File: src/rtl/image_pkg.sv
// Shared types and constants for the camera frame sequencer and its RGB byte packer.
package image_pkg;

    typedef enum logic [1:0] {StIdle, StStream, StDrain} frame_state_t;

    localparam int unsigned DefaultN    = 480;
    localparam int unsigned DefaultM    = 320;
    localparam int unsigned BytesPerPix = 3;

    // Byte order within a pixel; R arrives first and lands in the top lane of {R,G,B}.
    localparam logic [1:0] PhaseR = 2'd0;
    localparam logic [1:0] PhaseG = 2'd1;
    localparam logic [1:0] PhaseB = 2'd2;

    function automatic logic [23:0] insert_byte(input logic [23:0] acc,
                                                input logic [1:0]  phase,
                                                input logic [7:0]  b);
        logic [23:0] r;
        r = acc;
        case (phase)
            PhaseR:  r[23:16] = b;
            PhaseG:  r[15:8]  = b;
            default: r[7:0]   = b;
        endcase
        return r;
    endfunction

endpackage

File: src/rtl/rgb_packer.sv
// Packs the R,G,B byte stream into 24-bit pixels with x/y coordinates and sof/eol/eof flags.
module rgb_packer
    import image_pkg::*;
#(
    parameter int unsigned N = DefaultN,
    parameter int unsigned M = DefaultM,
    localparam int unsigned XW = (N > 1) ? $clog2(N) : 1,
    localparam int unsigned YW = (M > 1) ? $clog2(M) : 1
) (
    input  logic          clk,
    input  logic          rst_n,
    input  logic          clear_i,
    input  logic          byte_valid_i,
    input  logic [7:0]    byte_i,
    output logic          pix_valid_o,
    output logic [23:0]   pix_rgb_o,
    output logic [XW-1:0] pix_x_o,
    output logic [YW-1:0] pix_y_o,
    output logic          pix_sof_o,
    output logic          pix_eol_o,
    output logic          pix_eof_o,
    output logic          frame_end_o
);

    logic [1:0]    phase_q;
    logic [23:0]   acc_q;
    logic [23:0]   acc_d;
    logic [XW-1:0] x_q;
    logic [YW-1:0] y_q;
    logic          emit;
    logic          last_x;
    logic          last_y;

    assign acc_d       = insert_byte(acc_q, phase_q, byte_i);
    assign emit        = byte_valid_i && (phase_q == PhaseB);
    assign last_x      = (x_q == XW'(N - 1));
    assign last_y      = (y_q == YW'(M - 1));
    assign frame_end_o = emit && last_x && last_y;

    always_ff @(posedge clk or negedge rst_n) begin
        if (!rst_n) begin
            phase_q     <= PhaseR;
            acc_q       <= '0;
            x_q         <= '0;
            y_q         <= '0;
            pix_valid_o <= 1'b0;
            pix_rgb_o   <= '0;
            pix_x_o     <= '0;
            pix_y_o     <= '0;
            pix_sof_o   <= 1'b0;
            pix_eol_o   <= 1'b0;
            pix_eof_o   <= 1'b0;
        end else begin
            // A pixel completed on the same cycle as clear is still whole, so it is emitted.
            pix_valid_o <= emit;
            pix_sof_o   <= emit && (x_q == '0) && (y_q == '0);
            pix_eol_o   <= emit && last_x;
            pix_eof_o   <= emit && last_x && last_y;
            if (emit) begin
                pix_rgb_o <= acc_d;
                pix_x_o   <= x_q;
                pix_y_o   <= y_q;
            end

            if (clear_i) begin
                phase_q <= PhaseR;
                x_q     <= '0;
                y_q     <= '0;
            end else if (byte_valid_i) begin
                acc_q <= acc_d;
                if (phase_q == PhaseB) begin
                    phase_q <= PhaseR;
                    if (last_x) begin
                        x_q <= '0;
                        y_q <= last_y ? '0 : y_q + 1'b1;
                    end else begin
                        x_q <= x_q + 1'b1;
                    end
                end else begin
                    phase_q <= phase_q + 2'd1;
                end
            end
        end
    end

endmodule

File: src/rtl/image_frame_ctrl.sv
// Frame sequencer: drives camera_en for one 3*N*M-cycle frame per request and packs returned bytes.
module image_frame_ctrl
    import image_pkg::*;
#(
    parameter int unsigned N = DefaultN,
    parameter int unsigned M = DefaultM,
    localparam int unsigned XW = (N > 1) ? $clog2(N) : 1,
    localparam int unsigned YW = (M > 1) ? $clog2(M) : 1
) (
    input  logic          clk,
    input  logic          rst_n,
    input  logic          start,
    input  logic          continuous,
    input  logic          abort,
    output logic          camera_en,
    input  logic          cam_valid,
    input  logic [7:0]    cam_data,
    output logic          pix_valid,
    output logic [23:0]   pix_rgb,
    output logic [XW-1:0] pix_x,
    output logic [YW-1:0] pix_y,
    output logic          pix_sof,
    output logic          pix_eol,
    output logic          pix_eof,
    output logic          busy,
    output logic          frame_done,
    output logic          seq_err,
    output logic [15:0]   frame_cnt
);

    localparam int unsigned EnTotal = BytesPerPix * N * M;
    localparam int unsigned EnW     = (EnTotal > 1) ? $clog2(EnTotal) : 1;
    localparam logic [EnW-1:0] EnLast = EnW'(EnTotal - 1);

    frame_state_t   state_q;
    logic [EnW-1:0] en_cnt_q;
    logic           camera_en_q;
    logic           exp_q;
    logic           seq_err_q;
    logic [15:0]    frame_cnt_q;

    logic proto_err;
    logic abort_eff;
    logic accept;
    logic start_ok;
    logic frame_end;

    assign proto_err = exp_q && !cam_valid;
    assign abort_eff = (state_q != StIdle) && (abort || proto_err);
    assign accept    = exp_q && cam_valid;
    assign start_ok  = (state_q == StIdle) && start && !abort;

    always_ff @(posedge clk or negedge rst_n) begin
        if (!rst_n) begin
            state_q     <= StIdle;
            en_cnt_q    <= '0;
            camera_en_q <= 1'b0;
            exp_q       <= 1'b0;
            seq_err_q   <= 1'b0;
            frame_cnt_q <= '0;
        end else begin
            // Killing exp on abort makes the byte already in flight from the source ignored.
            exp_q <= camera_en_q && !abort_eff;
            if (frame_end) frame_cnt_q <= frame_cnt_q + 16'd1;
            if (proto_err) seq_err_q <= 1'b1;
            case (state_q)
                StIdle: begin
                    if (start_ok) begin
                        state_q     <= StStream;
                        camera_en_q <= 1'b1;
                        en_cnt_q    <= '0;
                        seq_err_q   <= 1'b0;
                    end
                end
                StStream: begin
                    if (abort_eff) begin
                        state_q     <= StIdle;
                        camera_en_q <= 1'b0;
                    end else if (en_cnt_q == EnLast) begin
                        state_q     <= StDrain;
                        camera_en_q <= 1'b0;
                    end else begin
                        en_cnt_q <= en_cnt_q + 1'b1;
                    end
                end
                StDrain: begin
                    if (!abort_eff && continuous) begin
                        state_q     <= StStream;
                        camera_en_q <= 1'b1;
                        en_cnt_q    <= '0;
                    end else begin
                        state_q <= StIdle;
                    end
                end
                default: begin
                    state_q     <= StIdle;
                    camera_en_q <= 1'b0;
                end
            endcase
        end
    end

    rgb_packer #(
        .N (N),
        .M (M)
    ) u_packer (
        .clk          (clk),
        .rst_n        (rst_n),
        .clear_i      (start_ok || abort_eff),
        .byte_valid_i (accept),
        .byte_i       (cam_data),
        .pix_valid_o  (pix_valid),
        .pix_rgb_o    (pix_rgb),
        .pix_x_o      (pix_x),
        .pix_y_o      (pix_y),
        .pix_sof_o    (pix_sof),
        .pix_eol_o    (pix_eol),
        .pix_eof_o    (pix_eof),
        .frame_end_o  (frame_end)
    );

    assign camera_en  = camera_en_q;
    assign busy       = (state_q != StIdle);
    assign frame_done = pix_valid && pix_eof;
    assign seq_err    = seq_err_q;
    assign frame_cnt  = frame_cnt_q;

endmodule

File: config.mk
export PLATFORM = sky130hd
export DESIGN_NAME = image_frame_ctrl
export DESIGN_NICKNAME = d
export VERILOG_FILES = /design/src/rtl/image_pkg.sv /design/src/rtl/rgb_packer.sv /design/src/rtl/image_frame_ctrl.sv
export SDC_FILE = /design/constraint.sdc
export NUM_CORES = 1
export LEC_CHECK = 0
export CORE_UTILIZATION = 56
export CTS_BUF_LIST = sky130_fd_sc_hd__clkbuf_4 sky130_fd_sc_hd__clkbuf_8
export DETAILED_ROUTE_END_ITERATION = 8
export HOLD_SLACK_MARGIN = 0.05
export PLACE_DENSITY_LB_ADDON = 0.2
export SLEW_MARGIN = 20
export SYNTH_ARGS = -nofsm -noshare
export SYNTH_HDL_FRONTEND = slang
export SYNTH_SLANG_ARGS = --single-unit
File: constraint.sdc
create_clock -name clk -period 2.21 [get_ports clk]
set_clock_uncertainty 0.1 [all_clocks]
set_input_delay 0.442 -clock clk [delete_from_list [all_inputs] [get_ports clk]]
set_output_delay 0.442 -clock clk [all_outputs]
set_load 0.01 [all_outputs]
== Word-level counts from Yosys, hierarchy flattened ==
Cells that the tools add are included.

* Eq/ne operators: 12
* Reduce and logical (&&, ||, !) cells: 34
* Mux-type cells: 33
* Bitwise gates (word level): 1
* Add/subtract/negate cells: 5

{| class="wikitable"
|+ Operators with widths
! kind !! number
|-
| 2-to-1 mux 9 bit || 9
|-
| 2-to-1 mux 19 bit || 4
|-
| one-hot mux 19 bit (3 select lines) || 1
|-
| 2-to-1 mux 8 bit || 3
|-
| adder 19 x 1 -> 19 bit, second input constant || 1
|-
| equality test 19 bit, second input constant || 1
|-
| adder 9 x 1 -> 9 bit, second input constant || 2
|-
| equality test 9 bit, second input constant || 2
|-
| zero test 9 bit || 2
|-
| adder 16 x 1 -> 16 bit, second input constant || 1
|-
| logical AND 1 bit || 13
|-
| 2-to-1 mux 2 bit || 6
|-
| 2-to-1 mux 1 bit || 8
|-
| inequality test 2 bit, second input constant || 4
|-
| nonzero test 2 bit || 4
|-
| one-hot mux 2 bit (3 select lines) || 1
|-
| AND reduction 2 bit || 3
|-
| AND reduction 3 bit || 2
|-
| AND reduction 5 bit || 1
|-
| equality test 2 x 1 -> 1 bit, second input constant || 2
|-
| equality test 2 bit, second input constant || 2
|-
| zero test 2 bit || 2
|-
| zero test 1 bit || 3
|-
| inequality test 3 bit, second input constant || 1
|-
| other kinds (6) || 7
|}

* Logic and storage cells: 102
* Flip-flop bits (word level): 130
* Input port bits: 14

== Depth between registers and ports, before layout ==
* Depth in word-level cells: 8
* Gate-level depth with buffers: 7
* Gate-level depth less buffers: 6

== Hierarchy ==
A second synthesis with hierarchy kept.

* Cells, all modules: 556
* Area, all modules: 5577.8 um^2

{| class="wikitable"
|+ By module, submodules not included
! module !! area each (um^2) !! times used !! seq. area each (um^2) !! cells an instance
|-
| rgb_packer || 3465.8 || 1 || 2052.0 || 340
|-
| image_frame_ctrl || 2112.0 || 1 || 1001.0 || 216
|}

== Least setup slack after synthesis ==
OpenSTA, ideal clock, no wires.

* Path kind: register -> register
* From: register state_q[1]
* To: register u_packer.acc_q[10]
* Path slack: 149 ps
* Stages on the path, launching flop included: 6
* Arrival: 1836 ps
* Cell sequence: dfrtp_1 or2_2 nor3b_1 nor2_2 nand3_2 mux2_2

* Elaborated cells on any way between the ends: 8

{| class="wikitable"
|+ RTL lines
! what !! line !! text
|-
| from (decl) || image_frame_ctrl.sv:35 || <nowiki>frame_state_t state_q;</nowiki>
|-
| from (signal assigned) || image_frame_ctrl.sv:55 || <nowiki>state_q <= StIdle;</nowiki>
|-
| from (signal assigned) || image_frame_ctrl.sv:69 || <nowiki>state_q <= StStream;</nowiki>
|-
| from (signal assigned) || image_frame_ctrl.sv:77 || <nowiki>state_q <= StIdle;</nowiki>
|-
| nonzero test 2 bit || -- ||
|-
| named net busy || image_frame_ctrl.sv:25 || <nowiki>output logic busy,</nowiki>
|-
| logical AND 1 bit || image_frame_ctrl.sv:49 || <nowiki>assign abort_eff = (state_q != StIdle) && (abort || proto_err);</nowiki>
|-
| logical OR 1 bit || image_frame_ctrl.sv:109 || <nowiki>.clear_i (start_ok || abort_eff),</nowiki>
|-
| NOT 1 bit (no line) || -- ||
|-
| AND reduction 2 bit (no line) || -- ||
|-
| to (signal assigned) || rgb_packer.sv:43 || <nowiki>acc_q <= '0;</nowiki>
|-
| to (signal assigned) || rgb_packer.sv:70 || <nowiki>acc_q <= acc_d;</nowiki>
|-
| to (decl) || rgb_packer.sv:26 || <nowiki>logic [23:0] acc_q;</nowiki>
|}

The timed path passes the listed nets, and every way through them passes these cells.
A chain may end at the register's enable or synchronous reset.

== Final worst setup path ==
* From: register u_packer.phase_q[0]
* To: register frame_cnt_q[13] (netlist: frame_cnt[13])

* Cells in the longest elaborated chain, start to end: 4

{| class="wikitable"
|+ RTL lines
! what !! line !! text
|-
| from (decl) || rgb_packer.sv:25 || <nowiki>logic [1:0] phase_q;</nowiki>
|-
| from (signal assigned) || rgb_packer.sv:42 || <nowiki>phase_q <= PhaseR;</nowiki>
|-
| from (signal assigned) || rgb_packer.sv:66 || <nowiki>phase_q <= PhaseR;</nowiki>
|-
| from (signal assigned) || rgb_packer.sv:72 || <nowiki>phase_q <= PhaseR;</nowiki>
|-
| equality test 2 bit || rgb_packer.sv:35 || <nowiki>assign emit = byte_valid_i && (phase_q == PhaseB);</nowiki>
|-
| logical AND 1 bit || rgb_packer.sv:35 ||
|-
| logical AND 1 bit (2 in series) || rgb_packer.sv:38 || <nowiki>assign frame_end_o = emit && last_x && last_y;</nowiki>
|-
| to (signal assigned) || image_frame_ctrl.sv:64 || <nowiki>if (frame_end) frame_cnt_q <= frame_cnt_q + 16'd1;</nowiki>
|-
| to (decl) || image_frame_ctrl.sv:40 || <nowiki>logic [15:0] frame_cnt_q;</nowiki>
|}

No other way between the ends.

==> impl_metrics.py <==
metrics = {
    "sta": {
        "worst_slew_pin_slew_ns": 0.450,
        "clock.fmax_mhz": 476,
        "finalSetupTns_ns": 0,
        "hold_ws_ns": 0.375,
        "timing.slew.headroom_pct": 69.8,
        "finalCritPeriodShare_pct": 95.0,
        "finalMaxSlewViolations": 0,
        "hold_viol_final": 0,
        "fin_crit_ns": 2.10,
        "setup_viol": 0,
        "rsz0062_at_grt": "false",
    },
    "worst_setup_path": {
        "critical_path.slowest_cell": "or4_4",
        "rrSetupSlack_ns": 0.11,
        "critPathKind": "register to register",
        "worst-path-max-fanout": 5,
        "timing.rr.start": "u_packer.phase_q[0]$_DFFE_PN0P_",
        "critPathBufInv": 0,
        "cpPeakStageDelay_ns": 0.62,
        "reg2reg_depth": 5,
        "r2r_end": "frame_cnt[13]$_DFFE_PN0P_",
        "path_cells": "nand4b_2 > or4_4 > nor3_4 > nand3_1 > xnor2_1",
        "crit_cells": 5,
        "required_ns": 2.43,
        "startpoint_type": "register",
        "cp_data_arrival_time_ns": 2.32,
        "crit_family": "simple AND/OR/NAND/NOR gates",
        "end_kind": "register",
    },
    "cts": {
        "cts.clk_slew.worst_paths_ns": 0.08,
        "clk_latency_ns": 0.43,
        "cts.sinks": 122,
        "htreeDepth": 4,
        "clockRootBuffer": "clkbuf_8",
        "cts_tree": "built",
        "cts_setup_buffers": 0,
        "cts.path.max_buffers": 2,
        "numCtsBuffers": 17,
    },
    "yosys": {
        "syn_area_mm2": 0.00552,
        "ys_seq_elements": 122,
        "synth_top_area_share_pct": 55.3,
        "syn_area_per_cell_um2": 9.83,
        "synth-edff-count": 0,
        "yosys-top-cells-area": "dfrtp_1 (55%), nand2_1 (11%), mux2_2 (3.5%), o21ai_0 (3.0%), xnor2_1 (2.2%)",
        "syn_nets": 582,
        "netlist_instances": 562,
        "synth_cell_types": 58,
        "synth_warnings": 0,
        "synthTopCellsByCount": "nand2_1 (162), dfrtp_1 (122), o21ai_0 (33)",
        "ys.flop_type": "dfrtp_1",
        "synth_most_common_cell": "nand2_1",
        "ys_seq_area_share_pct": 55.3,
        "synth_top_area_cell": "dfrtp_1",
        "synthArstFlopShare_pct": 100,
    },
    "global_routing": {
        "grt_remaining_overflow": 0,
        "first_global_vias": 4588,
        "antenna_found_initial": 0,
        "grt_start_max_net_pins": 51,
        "grtUsageTotal_pct": 27.4,
        "grt_pass1_wl_um": 21700,
    },
    "placed_design": {
        "dp_hpwl_um": 8940,
        "routabilityCongestion": 0.874,
        "placedInstanceArea_mm2": 0.00673,
        "dp.cells": 791,
        "portBuffers": 79,
    },
    "floorplanning": {
        "rows": 35,
        "dieHeight_um": 101,
        "start_util_pct": 58.7,
        "die_area_mm2": 0.0103,
        "io_pins": 80,
        "core_area_mm2": 0.00942,
        "die_x_um": 101,
    },
    "cells_and_area": {
        "areaGrowthSynthToFinish_pct": 29.5,
        "drive_above_1_share_pct": 15.5,
        "layout.cells.non_filler": 824,
        "fill_cells": 675,
        "fin_util_pct": 75.9,
        "stdcell_area_mm2": 0.00715,
        "n_antenna_cell": 0,
        "final_nets": 702,
    },
    "route": {
        "wl_um": 12800,
        "drtPass1Iterations": 4,
        "drt_iter0_drc": 224,
        "final_antenna_net_count": 0,
        "wl_per_cell_um": 15.5,
        "drc_errors": 0,
        "via_per_inst": 5.57,
        "vias": 4593,
    },
    "hold_path": {
        "whs_path_depth": 2,
        "worstHoldPathType": "register to register",
        "hold_end": "u_packer.pix_rgb_o[12]$_DFFE_PN0P_",
        "worstHoldStart": "u_packer.acc_q[12]$_DFFE_PN0P_",
    },
    "run_status": {
        "outcome": "finished, final reports clean",
    },
    "power": {
        "power_per_cell_area_mw_per_mm2": 832,
        "p_leak_nw": 3.36,
        "ir_drop_uv": 790,
    },
    "run": {
        "drv_cap": 0,
    },
}
## cells in the final DEF, fill, tap and decap left out, drive strengths merged, types with 3 or more instances in the layout
master	netlist	final
or3	3	3
o31ai	7	7
nor2b	9	9
a21o	3	3
nor4	6	6
xor2	6	6
nand2	163	163
a21oi	15	15
and2	3	3
a211o	3	3
dfrtp	122	122
nor2	30	30
clkinv	0	3
mux2	17	17
nand4	17	17
xnor2	14	14
nor3	13	13
clkbuf	13	18
ha	6	6
and3	12	12
clkdlybuf4s50	0	77
buf	5	40
a31oi	7	7
o21ai	33	33
clkinvlp	0	3
nand3	19	19
inv	7	13
## routing by layer
layer  vias up  GRT usage (%)  wire length [um]
met5         -              0                 0
met3        21           7.45               649
met4         0           9.25               209
met2       137           44.7              6250
li1       2183              -                 -
met1      2252           35.6              5640
## sequential cells by signal, summed over array words and instances, names as in the netlist
register,flops
u_packer.pix_valid_o,1
u_packer.y_q,9
state_q,2
u_packer.pix_rgb_o,24
u_packer.pix_sof_o,1
u_packer.acc_q,16
u_packer.pix_y_o,9
u_packer.x_q,9
camera_en,1
seq_err,1
exp_q,1
u_packer.pix_eol_o,1
frame_cnt,16
en_cnt_q,19
u_packer.phase_q,2
u_packer.pix_eof_o,1
u_packer.pix_x_o,9
## report_power, final
part           switching (mW)  total [mW]  leakage (nW)  internal [mW]
Combinational           0.507        1.11          1.50          0.607
Clock                   0.961        2.02         0.199           1.06
Sequential              0.231        2.81          1.66           2.58
Total                    1.70        5.95          3.36           4.25
## final cells by class
cell class / instances / area (um^2) / area share, %
clock buffer: 18 / 248 / 3.47
clock inverter: 14 / 160 / 2.24
inverter: 7 / 26.3 / 0.368
multi-input combinational: 415 / 2360 / 33.0
sequential: 122 / 3050 / 42.7
tap: 129 / 161 / 2.26
timing repair buffer: 119 / 1140 / 15.9
## metrics by stage
step	total power [mW]	worst slack (ns)
6_report	5.95	0.110
5_1_grt	6.24	0.00665
4_1_cts	6.00	0.103
3_5_place_dp	3.97	-0.308
3_3_place_gp	3.90	-0.269
2_1_floorplan	3.34	0.149
## cells by family (layout without fill, tap and decap cells)
| family | after synthesis | after routing | synth area share, % |
|---|---|---|---|
| compound gates | 76 | 76 | 8.31 |
| simple gates | 295 | 295 | 26.3 |
| buf+inv | 25 | 158 | 1.97 |
| flops | 122 | 122 | 55.3 |
| fa+ha+maj | 6 | 6 | 1.36 |
| mux | 18 | 18 | 3.65 |
| xor+xnor | 20 | 20 | 3.17 |
## what timing repair did
item | 4_1_cts | 5_1_grt
endpoints found under the hold margin | 26 | 0
resized for setup | 1 | 0
hold buffers | 1 | 0
endpoints found under the setup margin | 1 | 0
## worst max path at each step
stage,startpoint,endpoint,slack (ns)
after global routing,u_packer.phase_q[0]$_DFFE_PN0P_,frame_cnt[11]$_DFFE_PN0P_,0.007
final,u_packer.phase_q[0]$_DFFE_PN0P_,frame_cnt[13]$_DFFE_PN0P_,0.11
after detailed placement,cam_valid,frame_cnt[13]$_DFFE_PN0P_,-0.31
after floorplan,state_q[1]$_DFFE_PN0P_,u_packer.acc_q[10]$_DFFE_PN0P_,0.15
after CTS,u_packer.phase_q[0]$_DFFE_PN0P_,frame_cnt[13]$_DFFE_PN0P_,0.10
after global placement,cam_valid,frame_cnt[15]$_DFFE_PN0P_,-0.27
## tightest hold or removal path, stage by stage (launching register included)
cell     delay, ns
dfrtp_1       0.35
nand2_1       0.05
nand2_1       0.05
Power figures use the tool's default switching activity.
